===== src/rtl/sdecc_pkg.sv =====
// Shared types for the SECDED error-capture path: codeword width and the
// penalty-box FIFO entry layout (address + raw codeword).
package sdecc_pkg;

  localparam int unsigned CODEWORD_W  = 72;
  localparam int unsigned PBOX_ADDR_W = 32;

  typedef struct packed {
    logic [PBOX_ADDR_W-1:0] addr;
    logic [CODEWORD_W-1:0]  codeword;
  } pbox_entry_t;

endpackage


===== src/rtl/pbox_fifo.sv =====
// pbox_fifo: DEPTH-entry first-word-fall-through FIFO of pbox_entry_t.
// The head entry is held in a register, so it stays at its last value
// while the FIFO is empty and resets to zero.
// With PENALTY_BOX_DEDUP_EN defined, the stored addresses and a per-slot
// occupancy mask are exported for duplicate detection upstream.
module pbox_fifo
  import sdecc_pkg::*;
#(
  parameter int unsigned DEPTH = 4
) (
  input  logic        clk,
  input  logic        rst,
  input  logic        push,
  input  pbox_entry_t push_data,
  input  logic        pop,
  output pbox_entry_t head,
  output logic        head_valid,
  output logic        full
`ifdef PENALTY_BOX_DEDUP_EN
  ,
  output logic [DEPTH-1:0][PBOX_ADDR_W-1:0] slot_addr,
  output logic [DEPTH-1:0]                  occupied
`endif
);

  localparam int unsigned AW = $clog2(DEPTH);
  localparam logic [AW:0] DEPTH_C = (AW + 1)'(DEPTH);

  pbox_entry_t   mem [DEPTH];
  logic [AW-1:0] wr_ptr;
  logic [AW-1:0] rd_ptr;
  logic [AW:0]   count;

  logic          do_push;
  logic          do_pop;
  logic [AW-1:0] rd_ptr_nxt;
  logic [AW:0]   count_nxt;

  assign full    = (count == DEPTH_C);
  assign do_pop  = pop & (count != '0);
  assign do_push = push & (~full | do_pop);

  // Next read pointer and occupancy after this cycle's push/pop.
  always_comb begin
    rd_ptr_nxt = do_pop ? rd_ptr + 1'b1 : rd_ptr;
    count_nxt  = count;
    if (do_push && !do_pop) begin
      count_nxt = count + 1'b1;
    end else if (!do_push && do_pop) begin
      count_nxt = count - 1'b1;
    end
  end

  // Entry storage; contents are only meaningful where occupied.
  always_ff @(posedge clk) begin
    if (do_push) begin
      mem[wr_ptr] <= push_data;
    end
  end

  // Pointers, count and registered head. The head is loaded from the slot
  // the next read pointer addresses; when that slot is being written this
  // same cycle, the incoming data is forwarded instead of the stale slot.
  always_ff @(posedge clk) begin
    if (rst) begin
      wr_ptr     <= '0;
      rd_ptr     <= '0;
      count      <= '0;
      head       <= '0;
      head_valid <= 1'b0;
    end else begin
      if (do_push) begin
        wr_ptr <= wr_ptr + 1'b1;
      end
      rd_ptr     <= rd_ptr_nxt;
      count      <= count_nxt;
      head_valid <= (count_nxt != '0);
      if (count_nxt != '0) begin
        head <= (do_push && (wr_ptr == rd_ptr_nxt)) ? push_data : mem[rd_ptr_nxt];
      end
    end
  end

`ifdef PENALTY_BOX_DEDUP_EN
  // A slot is occupied when its distance from the read pointer is below count.
  always_comb begin
    slot_addr = '0;
    occupied  = '0;
    for (int unsigned i = 0; i < DEPTH; i++) begin
      slot_addr[i] = mem[i].addr;
      occupied[i]  = ({1'b0, AW'(i) - rd_ptr} < count);
    end
  end
`endif

endmodule


===== src/rtl/penalty_box_capture.sv =====
// penalty_box_capture: captures every DUE-flagged codeword and its address
// into a small FWFT FIFO drained over valid/ready, and tracks DUEs dropped
// because the FIFO was full (sticky overflow + saturating drop counter).
// Optional macro PENALTY_BOX_DEDUP_EN: a DUE whose address matches any
// stored entry is silently discarded (not counted as a drop).
module penalty_box_capture
  import sdecc_pkg::*;
#(
  parameter int unsigned WIDTH  = 72,
  parameter int unsigned ADDR_W = 32,
  parameter int unsigned DEPTH  = 4,
  parameter int unsigned CNT_W  = 8
) (
  input  logic              clk,
  input  logic              rst,
  input  logic              in_valid,
  input  logic              in_due,
  input  logic [ADDR_W-1:0] in_addr,
  input  logic [WIDTH-1:0]  in_codeword,
  output logic              full,
  output logic              out_valid,
  input  logic              out_ready,
  output logic [ADDR_W-1:0] out_addr,
  output logic [WIDTH-1:0]  out_codeword,
  output logic              overflow,
  output logic [CNT_W-1:0]  drop_count,
  input  logic              clear_overflow
);

  logic        push_req;
  logic        pop;
  logic        dup;
  logic        accept;
  logic        drop;
  pbox_entry_t push_data;
  pbox_entry_t head;

  assign push_req           = in_valid & in_due;
  assign pop                = out_valid & out_ready;
  assign push_data.addr     = in_addr;
  assign push_data.codeword = in_codeword;
  assign out_addr           = head.addr;
  assign out_codeword       = head.codeword;

  // A pop in the same cycle frees the slot a full FIFO needs for the push.
  assign accept = push_req & ~dup & (~full | pop);
  assign drop   = push_req & ~dup & full & ~pop;

`ifdef PENALTY_BOX_DEDUP_EN
  logic [DEPTH-1:0][ADDR_W-1:0] slot_addr;
  logic [DEPTH-1:0]             occupied;

  // Match against registered storage only; a same-cycle push is not seen.
  always_comb begin
    dup = 1'b0;
    for (int unsigned i = 0; i < DEPTH; i++) begin
      if (occupied[i] && (slot_addr[i] == in_addr)) begin
        dup = 1'b1;
      end
    end
  end
`else
  assign dup = 1'b0;
`endif

  pbox_fifo #(
    .DEPTH (DEPTH)
  ) u_fifo (
    .clk        (clk),
    .rst        (rst),
    .push       (accept),
    .push_data  (push_data),
    .pop        (pop),
    .head       (head),
    .head_valid (out_valid),
    .full       (full)
`ifdef PENALTY_BOX_DEDUP_EN
    ,
    .slot_addr  (slot_addr),
    .occupied   (occupied)
`endif
  );

  // Sticky overflow and saturating drop count; a drop beats a clear.
  always_ff @(posedge clk) begin
    if (rst) begin
      overflow   <= 1'b0;
      drop_count <= '0;
    end else if (drop) begin
      overflow <= 1'b1;
      if (clear_overflow) begin
        drop_count <= CNT_W'(1);
      end else if (drop_count != '1) begin
        drop_count <= drop_count + 1'b1;
      end
    end else if (clear_overflow) begin
      overflow   <= 1'b0;
      drop_count <= '0;
    end
  end

endmodule


===== config.mk =====
export PLATFORM = sky130hd
export DESIGN_NAME = penalty_box_capture
export DESIGN_NICKNAME = d
export VERILOG_FILES = /design/src/rtl/sdecc_pkg.sv /design/src/rtl/pbox_fifo.sv /design/src/rtl/penalty_box_capture.sv
export SDC_FILE = /design/constraint.sdc
export NUM_CORES = 1
export LEC_CHECK = 0
export ABC_CLOCK_PERIOD_IN_PS = 6100
export BUFFER_PORTS_ARGS = -buffer_cell sky130_fd_sc_hd__buf_2
export CAP_MARGIN = 25
export CORE_ASPECT_RATIO = 0.7
export CORE_MARGIN = 10
export CORE_UTILIZATION = 50
export CTS_CLUSTER_SIZE = 12
export DETAILED_ROUTE_END_ITERATION = 16
export PLACE_DENSITY = 0.72
export SLEW_MARGIN = 20
export SYNTH_ARGS = -nofsm -noshare
export SYNTH_HDL_FRONTEND = slang
export SYNTH_HIERARCHICAL = 1
export SYNTH_SLANG_ARGS = --single-unit

===== constraint.sdc =====
create_clock -name clk -period 6.1 [get_ports clk]
set_input_delay 0.305 -clock clk [delete_from_list [all_inputs] [get_ports clk]]
set_output_delay 0.305 -clock clk [all_outputs]
set_load 0.02 [all_outputs]

After elaboration in Yosys (flattened, before gate mapping):

Memory sizes are Yosys's and may differ from the RTL's. A register that Yosys moved wholly into a read port is not among the register bits.
Index checks and enable logic that the tools add are counted.

* register bits: 17
* ROM bits: 0
* memories: 1
* output and inout bits: 115
* latch bits: 0
* bits in writable memories: 416

* shifts and indexed selects: 0
* div/mod/pow operators: 0
* muxes and demuxes: 11
* reduce and logical (&&, ||, !) cells: 9
* $mul: 0
* add/sub/neg operators: 5
* order comparisons: 0
* equal/unequal tests: 2
* bitwise operators: 11

Memories
* u_fifo.mem: depth 4, bits a word 104, rd ports 1, clocked after memory_dff 1, wr ports 1, line pbox_fifo.sv:29 `pbox_entry_t mem [DEPTH];`

Operators with widths (number)
* 8-bit 2-to-1 mux: 4
* 8-bit by 1-bit adder with 8-bit output (second input constant): 1
* 8-bit inequality test (second input constant): 1
* 1-bit AND: 7
* 3-bit 2-to-1 mux: 2
* 3-bit nonzero test: 2
* 2-bit by 1-bit adder with 2-bit output (second input constant): 2
* 1-bit 2-to-1 mux: 4
* 2-bit nonzero test: 2
* 3-bit by 1-bit adder with 3-bit output (second input constant): 1
* 3-bit equality test (second input constant): 1
* 3-bit by 1-bit subtractor with 3-bit output (second input constant): 1
* 1-bit logical AND: 2
* 1-bit zero test: 2
* 2-bit 2-to-1 mux: 1
* 1-bit inverter: 2
* 1-bit OR: 2
* 2-bit AND reduction: 1

Logic depth before layout (Yosys ltp):

Gate-level depths: netlist (run 1).

* word-level depth: 10
* mapped depth: 16

By module:

The synthesis (run 1) kept the hierarchy.

Modules (own cells, without submodules)
* pbox_fifo: cells each 1945, times used 1, area an instance 24158.2 µm²
* penalty_box_capture: cells each 58, times used 1, area an instance 494.2 µm²

Worst setup path before layout (run 1):

No wires, ideal clock.

* path type: register to register
* start: register u_fifo.count[1]
* end: memory u_fifo/mem[0][0] (netlist name) (enable)
* data arrival time: 6.228 ns
* required time: 5.532 ns
* stages on the path, launching flop included: 10
* path buffers: 1
* setup slack: -0.696 ns
* cells stage by stage: dfxtp_1 -> inv_1 -> ha_1 -> nand2_1 -> inv_1 -> a21bo_2 -> nor2b_1 -> buf_4 -> o21ai_1 -> nor2_1

* longest elaborated chain between the ends: 7

Ends and longest elaborated chain
* start: declaration: line pbox_fifo.sv:32 `logic [AW:0] count;`
* start signal: assignment: line pbox_fifo.sv:76 `count <= count_nxt;`
* 3-bit equality test: line pbox_fifo.sv:39 `assign full = (count == DEPTH_C);`
* net full: line penalty_box_capture.sv:20 `output logic full,`
* 1-bit inverter: line penalty_box_capture.sv:46 `assign accept = push_req & ~dup & (~full | pop);`
* 1-bit OR: line penalty_box_capture.sv:46
* 1-bit AND: line penalty_box_capture.sv:46
* net accept: line penalty_box_capture.sv:33 `logic accept;`
* 1-bit AND: line pbox_fifo.sv:41 `assign do_push = push & (~full | do_pop);`
* 1-bit 2-to-1 mux: line pbox_fifo.sv:56 `if (do_push) begin`
* 1-bit 2-to-1 mux (implied by the code): line pbox_fifo.sv:57 `mem[wr_ptr] <= push_data;`
* end: declaration: line pbox_fifo.sv:29

The timed path passes the listed nets, and every way through them passes these cells.

Final worst setup path (run 1):

* start: register u_fifo.count[1]
* end: register, netlist name u_fifo/head[97]

* longest elaborated chain between the ends: 10

Ends and longest elaborated chain
* 3-bit equality test (*): line pbox_fifo.sv:39
* 1-bit inverter (*): line penalty_box_capture.sv:46
* 1-bit OR (*): line penalty_box_capture.sv:46
* 1-bit AND (*): line penalty_box_capture.sv:46
* net accept: line penalty_box_capture.sv:33
* 1-bit AND (*): line pbox_fifo.sv:41
* 1-bit zero test: line pbox_fifo.sv:49 `end else if (!do_push && do_pop) begin`
* 1-bit logical AND: line pbox_fifo.sv:49
* 3-bit 2-to-1 mux: line pbox_fifo.sv:49
* 3-bit 2-to-1 mux (*): line pbox_fifo.sv:47 `if (do_push && !do_pop) begin`
* 3-bit nonzero test (*): line pbox_fifo.sv:78 `if (count_nxt != '0) begin`

The timed path passes the listed nets; every way through them passes the cells marked *.
A chain may end at the register's enable or synchronous reset.

==> results of run 1 <==
[stage by stage]
stage | cell area (µm²) | setup TNS [ns]
2_1_floorplan | 24700 | -289.68
6_report | 28800 | 0
3_3_place_gp | 26100 | 0
4_1_cts | 28800 | 0
3_5_place_dp | 26100 | 0
5_1_grt | 28800 | 0
[routing by layer]
metal,GRT usage [%],vias up,routed length [µm]
met5,0,-,14
li1,-,8295,-
met3,4.21,102,5330
met4,5.46,2,1110
met2,36.3,760,32100
met1,28.2,8991,27700
[worst min path at each step]
stage,from,endpoint,slack [ns],depth (start not counted)
2_1_floorplan,rst,drop_count[0]$_SDFFE_PP0P_,0.37,1
3_3_place_gp,overflow$_SDFFE_PP0P_,overflow$_SDFFE_PP0P_,0.47,2
3_5_place_dp,u_fifo/head[53]$_SDFFE_PP0P_,u_fifo/head[53]$_SDFFE_PP0P_,0.49,2
4_1_cts,in_codeword[34],u_fifo/mem[1][34]$_DFFE_PP_,0.001,1
5_1_grt,in_codeword[34],u_fifo/mem[2][34]$_DFFE_PP_,0.02,1
6_report,in_codeword[34],u_fifo/mem[2][34]$_DFFE_PP_,0.03,1
[report_power, final]
group / total [mW] / internal [mW] / switching, mW
Sequential: 4.27 / 4.15 / 0.117
Clock: 3.06 / 1.73 / 1.33
Combinational: 1.17 / 0.440 / 0.727
[critical path: stages, from the launching register on]
cell and delay, ns:
dfxtp_1 0.42, inv_1 0.10, ha_1 0.30, nand2_1 0.14, inv_1 0.06, a21bo_2 0.29, nor2b_1 0.65, xnor2_1 0.16
a221oi_2 0.27, xnor2_1 0.19, or3_4 0.79, buf_12 0.43, nor2_1 0.08, a311oi_1 0.27
[timing repair]
action,in CTS,in global routing
setup buffers,0,0
hold buffers,100,0
hold endpoints to repair,400,0
[cell families (layout without fill, tap and decap cells)]
group / Yosys count / in the layout / synth area share, %
buffers and inverters: 209 / 464 / 3.57
other: 0 / 4 / 0
adders and majority gates: 8 / 8 / 0.406
AOI/OAI and AO/OA: 549 / 549 / 17.3
muxes: 212 / 212 / 9.13
and+or+nand+nor: 483 / 483 / 8.88
DFF: 537 / 537 / 60.5
xor gates and xnor gates: 5 / 5 / 0.178
[cells in the mapped netlist (2+ instances only)]
cell | number | area share [%]
buf_4 | 4 | 0.12
a311oi_1 | 183 | 6.5
a21oi_1 | 110 | 2.2
mux2i_1 | 109 | 4.4
or3_1 | 2 | 0.051
nor3_1 | 2 | 0.041
nor2b_1 | 8 | 0.20
a221o_1 | 103 | 4.2
or2_2 | 2 | 0.051
nand2b_1 | 4 | 0.10
a211oi_1 | 2 | 0.061
nand3b_1 | 3 | 0.091
and3_1 | 103 | 2.6
nand2_1 | 114 | 1.7
nand4_1 | 4 | 0.10
inv_1 | 13 | 0.20
a31oi_1 | 2 | 0.051
nand3_1 | 3 | 0.061
xnor2_1 | 5 | 0.18
ha_1 | 8 | 0.41
clkbuf_1 | 139 | 2.1
edfxtp_1 | 416 | 51
mux2_2 | 103 | 4.7
o211ai_1 | 3 | 0.091
buf_2 | 47 | 0.95
buf_1 | 3 | 0.046
dfxtp_1 | 121 | 9.8
nor2_1 | 228 | 3.5
o21ai_0 | 108 | 2.2
and2_1 | 2 | 0.051
a311oi_2 | 23 | 1.4
buf_6 | 3 | 0.14
nor4_1 | 2 | 0.051
[sequential cells by signal (all words and copies together), names as in the netlist]
signal	count
u_fifo/count	3
u_fifo/mem	416
u_fifo/wr_ptr	2
drop_count	8
u_fifo/rd_ptr	2
u_fifo/head_valid	1
u_fifo/head	104
overflow	1
[layout make-up]
| class | count | area [µm²] |
|---|---|---|
| multi-input cells | 1257 | 8920 |
| fillers | 3806 | 19500 |
| well taps | 655 | 820 |
| inverters | 13 | 50.0 |
| clock inverters | 7 | 40.0 |
| flip-flops and latches | 537 | 14900 |
| clock buffers | 92 | 1570 |
| repair buffers | 352 | 2500 |
| diodes | 4 | 10.0 |
==> results.sh, run 1 <==
export IMPL_fp_row_count=67
export IMPL_crit_end="u_fifo/head[97]$_SDFFE_PP0P_"
export IMPL_outcome="complete, no violations"
export IMPL_hp_class="in -> reg"
export IMPL_period_share_pct=70.7
export IMPL_drt_initial_drc_count=1650
export IMPL_wl_per_cell_um=22.7
export IMPL_r2r_start="u_fifo/count[1]$_SDFF_PP0_"
export IMPL_dp_cells=2712
export IMPL_place_congestion=0.792
export IMPL_cp_end_kind="flip-flop"
export IMPL_cp_max_fo=80
export IMPL_ys_warn_count=6
export IMPL_r2r_cells=13
export IMPL_final_cell_mix="edfxtp_1, nor2_1, buf_2"
export IMPL_fin_cells=2917
export IMPL_synth_edf_count=416
export IMPL_grt_remaining_overflow=0
export IMPL_grt_max_degree=155
export IMPL_setup_viol=0
export IMPL_cts_resized=0
export IMPL_wirelength_um=66200
export IMPL_avgSynthCellArea_um2=12.3
export IMPL_dieArea_um2=58700
export IMPL_tightest_slew_ns=1.07
export IMPL_crit_required_ns=6.57
export IMPL_clockBufferDepth=3
export IMPL_synth_cells=2003
export IMPL_hold_violations=0
export IMPL_hold_ws_ns=0.0314
export IMPL_rsz0062_at_grt="false"
export IMPL_route_detailed_drc=0
export IMPL_postSynthRegisterBits=537
export IMPL_crit_path_start="u_fifo/count[1]$_SDFF_PP0_"
export IMPL_min_period_ns=4.31
export IMPL_critical_path_class="reg -> reg"
export IMPL_ios=225
export IMPL_vias=18150
export IMPL_synth_nets=2121
export IMPL_total_power_mw=8.50
export IMPL_fp_coreArea_um2=48300
export IMPL_numCtsBuffers=53
export IMPL_finClkSkew_ns=0.0245
export IMPL_grt_usage_pct=21.5
export IMPL_drv_cap=0
export IMPL_worst_slack_ns=1.79
export IMPL_worst_r2r_setup_slack_ns=1.79
export IMPL_dieHeight_um=206
export IMPL_worstPathArrival_ns=4.78
export IMPL_final_common_cell="edfxtp_1"
export IMPL_maxSlewHeadroom_pct=28.2
export IMPL_clock_sinks=537
export IMPL_synthesis_area_um2=24700
export IMPL_async_flop_share_pct=0
export IMPL_die_w_um=285
export IMPL_yosysSeqAreaShare_pct=60.5
export IMPL_antenna_found_initial=5
export IMPL_maxSlewViolCount=0
export IMPL_io_buffers=224
export IMPL_first_pass_iters=5
export IMPL_clkTransAtPathRegs_ns=0.06
export IMPL_h_tree_depth=2
export IMPL_ir_drop_mv=0.200
export IMPL_rr_endpoint="u_fifo/head[97]$_SDFFE_PP0P_"
export IMPL_crit_path_start_kind="flip-flop"
export IMPL_grt_pass1_vias=18144
export IMPL_area_growth_syn_to_layout_pct=16.9
export IMPL_p_leak_nw=9.52
export IMPL_ant_nets=0
export IMPL_synth_cell_type_count=54
export IMPL_timing_fmax_mhz=232
export IMPL_synth_main_ff_cell="edfxtp_1"
export IMPL_pre_cts_slack_ns=1.79
export IMPL_cts_root_buf="clkbuf_16"
export IMPL_fin_nets=2332
export IMPL_drive_above_1_share_pct=20.5
export IMPL_clock_latency_ns=0.58
export IMPL_via_per_inst=6.22
export IMPL_powerDensity_nw_per_um2=295
export IMPL_cts_tree="built"
export IMPL_final_util_pct=59.7
export IMPL_start_util_pct=51.1
export IMPL_place_hpwl_um=35400
export IMPL_grt_pass1_wl_um=102000
No activity file was read; power rests on OpenSTA's default activity.
==> inputs of run 2 (changes only) <==
Settings changed: ABC_CLOCK_PERIOD_IN_PS 6100 to 3550.
Clock period 6.1 ns to 3.55 ns, I/O delays scaled along.
==> results.sh, run 2 (synthesized netlist as in run 1, its figures left out) <==
export IMPL_outcome="complete, no violations"
export IMPL_fillers=3758
export IMPL_final_setup_tns_ns=0
export IMPL_grt_max_degree=151
export IMPL_clkTransAtPathRegs_ns=0.06
export IMPL_grt_usage_pct=21.4
export IMPL_first_pass_iters=7
export IMPL_vias=18288
export IMPL_rsz0062_at_grt="false"
export IMPL_fp_coreArea_um2=48300
export IMPL_pre_cts_slack_ns=0.209
export IMPL_fp_row_count=67
export IMPL_place_congestion=0.776
export IMPL_io_buffers=224
export IMPL_p_leak_nw=9.61
export IMPL_worstPathArrival_ns=3.75
export IMPL_wl_per_cell_um=22.6
export IMPL_cts_root_buf="clkbuf_16"
export IMPL_crit_path_start_kind="flip-flop"
export IMPL_setup_viol=0
export IMPL_clockBufferDepth=3
export IMPL_worst_slack_ns=0.251
export IMPL_hp_class="in -> reg"
export IMPL_clock_latency_ns=0.57
export IMPL_ios=225
export IMPL_place_hpwl_um=35700
export IMPL_route_detailed_drc=0
export IMPL_grt_pass1_wl_um=102000
export IMPL_via_per_inst=6.25
export IMPL_cp_end_kind="flip-flop"
export IMPL_critical_path_class="reg -> reg"
export IMPL_crit_required_ns=4.00
export IMPL_timing_fmax_mhz=303
export IMPL_tightest_slew_ns=0.938
export IMPL_die_w_um=285
export IMPL_finClkSkew_ns=0.00964
export IMPL_hold_violations=0
export IMPL_dieHeight_um=206
export IMPL_top_regs="u_fifo/mem (416), u_fifo/head (104), drop_count (8)"
export IMPL_start_util_pct=51.1
export IMPL_dieArea_um2=58700
export IMPL_final_cell_mix="edfxtp_1, nor2_1, buf_2"
export IMPL_drt_initial_drc_count=1601
export IMPL_antenna_found_initial=5
export IMPL_grt_pass1_vias=18032
export IMPL_ant_nets=0
export IMPL_top_register="u_fifo/mem"
export IMPL_final_common_cell="edfxtp_1"
export IMPL_maxSlewHeadroom_pct=37.5
export IMPL_cp_max_fo=26
export IMPL_area_growth_syn_to_layout_pct=17.7
export IMPL_clock_sinks=537
export IMPL_drive_above_1_share_pct=20.9
export IMPL_cts_tree="built"
export IMPL_numCtsBuffers=53
export IMPL_largest_reg_flops=416
export IMPL_drv_cap=0
export IMPL_grt_remaining_overflow=0
export IMPL_ir_drop_mv=0.317
export IMPL_maxSlewViolCount=0
export IMPL_wirelength_um=66000
export IMPL_powerDensity_nw_per_um2=500
export IMPL_h_tree_depth=2
export IMPL_min_period_ns=3.30
export IMPL_period_share_pct=92.9
export IMPL_fin_nets=2345
run 2: cell count changes in the layout (fill, tap and decap cells not counted), sizes merged:
cell / previous run / this run
buf: 252 / 260
bufinv: 0 / 1
clkbuf: 92 / 87
clkinvlp: 1 / 0
dlygate4sd3: 100 / 105
inv: 13 / 12
run 2: layout make-up:
class | instances | area (µm²) | share of cell area (%)
clock inverter | 6 | 56.3 | 0.194
tap | 655 | 820 | 2.83
sequential | 537 | 14900 | 51.4
clock buffer | 87 | 1480 | 5.12
multi-input combinational | 1257 | 8940 | 30.8
timing repair buffer | 365 | 2720 | 9.39
inverter | 13 | 50.0 | 0.173
antenna | 4 | 10.0 | 0.0345
run 2: worst paths after layout:
check / from / end / slack (ns) / cells past startpoint
worst min-delay path: in_valid / drop_count[5]$_SDFFE_PP0P_ / 0.04 / 5
worst max-delay path: u_fifo/count[1]$_SDFF_PP0_ / u_fifo/head[40]$_SDFFE_PP0P_ / 0.25 / 13
worst max register to register: u_fifo/count[1]$_SDFF_PP0_ / u_fifo/head[40]$_SDFFE_PP0P_ / 0.25 / 13
worst min register to register: u_fifo/head[55]$_SDFFE_PP0P_ / u_fifo/head[55]$_SDFFE_PP0P_ / 0.49 / 2
run 2: routing by layer:
| layer | track usage [%] | wire length, µm | vias to the layer above | part of all wire [%] |
|---|---|---|---|---|
| met5 | 0 | 27 | - | 0.041 |
| met4 | 5.35 | 1080 | 4 | 1.6 |
| met3 | 3.37 | 4580 | 115 | 6.9 |
| met2 | 36.1 | 32000 | 741 | 49 |
| met1 | 28.7 | 28300 | 9106 | 43 |
| li1 | - | - | 8322 | - |
run 2: what timing repair did:
item,4_1_cts,5_1_grt
gates resized for setup,0,1
setup endpoints to repair,0,38
hold buffers,105,0
setup buffers,0,3
endpoints found under the hold margin,526,0
run 2: stage by stage:
| step | area, µm² | util [%] | std cells | power, mW | hold WS (ns) |
|---|---|---|---|---|---|
| floorplan | 24700 | - | 2003 | 8.68 | 0.247 |
| finish | 29000 | 60.1 | 2924 | 14.5 | 0.0405 |
| CTS | 29000 | 60.0 | 2917 | 14.6 | 0.0163 |
| detailed placement | 26400 | 54.6 | 2719 | 9.40 | 0.408 |
| global placement | 26400 | 54.6 | 2719 | 9.34 | 0.406 |
| global route | 29000 | 60.1 | 2923 | 15.0 | 0.0791 |
run 2: report_power, final:
| group | internal (mW) | total (mW) | switching, mW |
|---|---|---|---|
| clock | 2.90 | 5.13 | 2.23 |
| sequential | 7.13 | 7.33 | 0.196 |
| combinational | 0.782 | 2.05 | 1.27 |
run 2: critical path, stage by stage (launching register included):
cell	delay [ns]
dfxtp_1	0.43
inv_1	0.11
ha_2	0.24
nand2_2	0.12
inv_2	0.05
a21bo_4	0.22
nor2b_4	0.34
xnor2_1	0.12
a221oi_2	0.25
xnor2_1	0.21
or3_4	0.31
buf_4	0.34
nor2_1	0.07
a311oi_1	0.35
==> inputs of run 3 (changes only) <==
Settings changed: PLACE_DENSITY 0.72 to 0.74.
==> results.sh, run 3 (synthesized netlist as in run 1, its figures left out) <==
export IMPL_ios=225
export IMPL_worstPathArrival_ns=3.79
export IMPL_crit_family="simple AND/OR/NAND/NOR gates"
export IMPL_wirelength_um=65800
export IMPL_final_cell_mix="edfxtp_1, nor2_1, buf_2"
export IMPL_route_detailed_drc=0
export IMPL_clock_sinks=537
export IMPL_p_leak_nw=9.64
export IMPL_stdcell_area_um2=29000
export IMPL_crit_required_ns=4.05
export IMPL_worst_r2r_setup_slack_ns=0.26
export IMPL_fin_nets=2343
export IMPL_clockBufferDepth=3
export IMPL_crit_path_frequent_cell="xnor2_1"
export IMPL_dieArea_um2=58700
export IMPL_timing_fmax_mhz=304
export IMPL_drive_above_1_share_pct=20.9
export IMPL_path_cells="inv_1 > ha_2 > nand2_2 > inv_2 > a21bo_4 > nor2b_4 > xnor2_1 > a221oi_2 > xnor2_1 > or3_4 > buf_16 > nor2_1 > a311oi_1"
export IMPL_fp_row_count=67
export IMPL_final_util_pct=60.1
export IMPL_power_frac_clock_pct=35.9
export IMPL_total_power_mw=14.6
export IMPL_place_congestion=0.827
export IMPL_dpl_cell_area_um2=26400
export IMPL_grt_usage_pct=21.5
export IMPL_top_layer_used="met5"
export IMPL_outcome="complete, no violations"
export IMPL_crit_path_start_kind="flip-flop"
export IMPL_rsz0062_at_grt="false"
export IMPL_slowest_stage="buf_16"
export IMPL_die_w_um=285
export IMPL_cts_tree="built"
export IMPL_p_switching_mw=3.73
export IMPL_cts_root_buf="clkbuf_16"
export IMPL_wl_per_cell_um=22.5
export IMPL_drv_cap=0
export IMPL_fp_coreArea_um2=48300
export IMPL_start_util_pct=51.1
export IMPL_path_buf_inv=3
export IMPL_final_setup_tns_ns=0
export IMPL_finClkSkew_ns=0.0258
export IMPL_maxSlewHeadroom_pct=24.0
export IMPL_grt_pass1_vias=18105
export IMPL_worst_slack_ns=0.256
export IMPL_top_regs="u_fifo/mem (416), u_fifo/head (104), drop_count (8)"
export IMPL_h_tree_depth=2
export IMPL_p_comb_share_pct=14.0
export IMPL_cpPeakStageDelay_ns=0.45
export IMPL_wl_met3_um=4940
export IMPL_cts_setup_buffers=0
export IMPL_ant_nets=0
export IMPL_antenna_found_initial=6
export IMPL_place_hpwl_um=34700
export IMPL_tightest_slew_ns=1.14
export IMPL_numCtsBuffers=53
export IMPL_ir_drop_mv=0.362
export IMPL_seqPwrFrac_pct=50.1
export IMPL_largest_reg_flops=416
export IMPL_clock_latency_ns=0.60
export IMPL_clkTransAtPathRegs_ns=0.06
export IMPL_top_register="u_fifo/mem"
export IMPL_drt_initial_drc_count=1735
export IMPL_grt_max_degree=210
export IMPL_final_common_cell="edfxtp_1"
export IMPL_hp_class="in -> reg"
export IMPL_pre_cts_slack_ns=0.330
export IMPL_vias=18084
export IMPL_met1_length_um=27700
export IMPL_grt_remaining_overflow=0
export IMPL_powerDensity_nw_per_um2=503
export IMPL_dieHeight_um=206
export IMPL_maxSlewViolCount=0
export IMPL_hold_violations=0
export IMPL_met2_length_um=32200
export IMPL_cp_max_fo=129
export IMPL_swShare_pct=25.5
export IMPL_critical_path_class="reg -> reg"
export IMPL_cp_end_kind="flip-flop"
export IMPL_fillers=3700
export IMPL_min_period_ns=3.29
export IMPL_p_int_mw=10.9
export IMPL_io_buffers=224
export IMPL_area_growth_syn_to_layout_pct=17.8
export IMPL_setup_viol=0
export IMPL_grt_pass1_wl_um=102000
export IMPL_first_pass_iters=8
export IMPL_period_share_pct=92.8
export IMPL_via_per_inst=6.18
==> run 3: power by group through the flow <==
| stage | Clock [mW] | Combinational, mW | Sequential, mW |
|---|---|---|---|
| detailed placement | 0 | 1.94 | 7.44 |
| CTS | 5.36 | 2.04 | 7.31 |
| global placement | 0 | 1.88 | 7.43 |
| floorplan | 0 | 0.983 | 7.70 |
| finish | 5.25 | 2.05 | 7.32 |
| global route | 5.61 | 2.21 | 7.35 |
==> run 3: metrics by stage <==
| step | hold slack (ns) | cells |
|---|---|---|
| finish | 0.0566 | 2925 |
| global route | 0.0633 | 2925 |
| CTS | 0.0202 | 2922 |
| detailed placement | 0.408 | 2720 |
| global placement | 0.404 | 2720 |
| floorplan | 0.247 | 2003 |
==> run 3: what timing repair did <==
| action | 4_1_cts | 5_1_grt |
|---|---|---|
| endpoints found under the hold margin | 527 | 0 |
| gates resized for setup | 0 | 1 |
| hold buffers | 105 | 0 |
| setup endpoints to repair | 0 | 2 |
==> run 3: final timing paths <==
check,startpoint,to,cells past startpoint
worst min-delay path,in_valid,drop_count[5]$_SDFFE_PP0P_,5
worst min register to register,u_fifo/head[32]$_SDFFE_PP0P_,u_fifo/head[32]$_SDFFE_PP0P_,2
worst max-delay path,u_fifo/count[1]$_SDFF_PP0_,u_fifo/head[5]$_SDFFE_PP0P_,13
worst max register to register,u_fifo/count[1]$_SDFF_PP0_,u_fifo/head[5]$_SDFFE_PP0P_,13
==> run 3: tightest hold or removal path, stage by stage <==
cell	delay [ns]
buf_2	0.11
nand4_1	0.08
a2111oi_0	0.07
nand2_1	0.05
o21ai_0	0.08
==> run 3: layout make-up <==
type	instances	area, µm²	share of cell area (%)
clock buffer	89	1520	5.25
multi-input combinational	1257	8940	30.8
antenna	3	7.51	0.0258
tap	655	820	2.82
sequential	537	14900	51.4
timing repair buffer	363	2710	9.34
clock inverter	8	66.3	0.228
inverter	13	50.0	0.172
==> run 3: per-layer routing <==
metal / vias to the layer above / GRT usage, %
li1: 8295 / -
met1: 8984 / 27.8
met2: 703 / 36.6
met3: 96 / 4.23
met4: 6 / 5.95
met5: - / 0
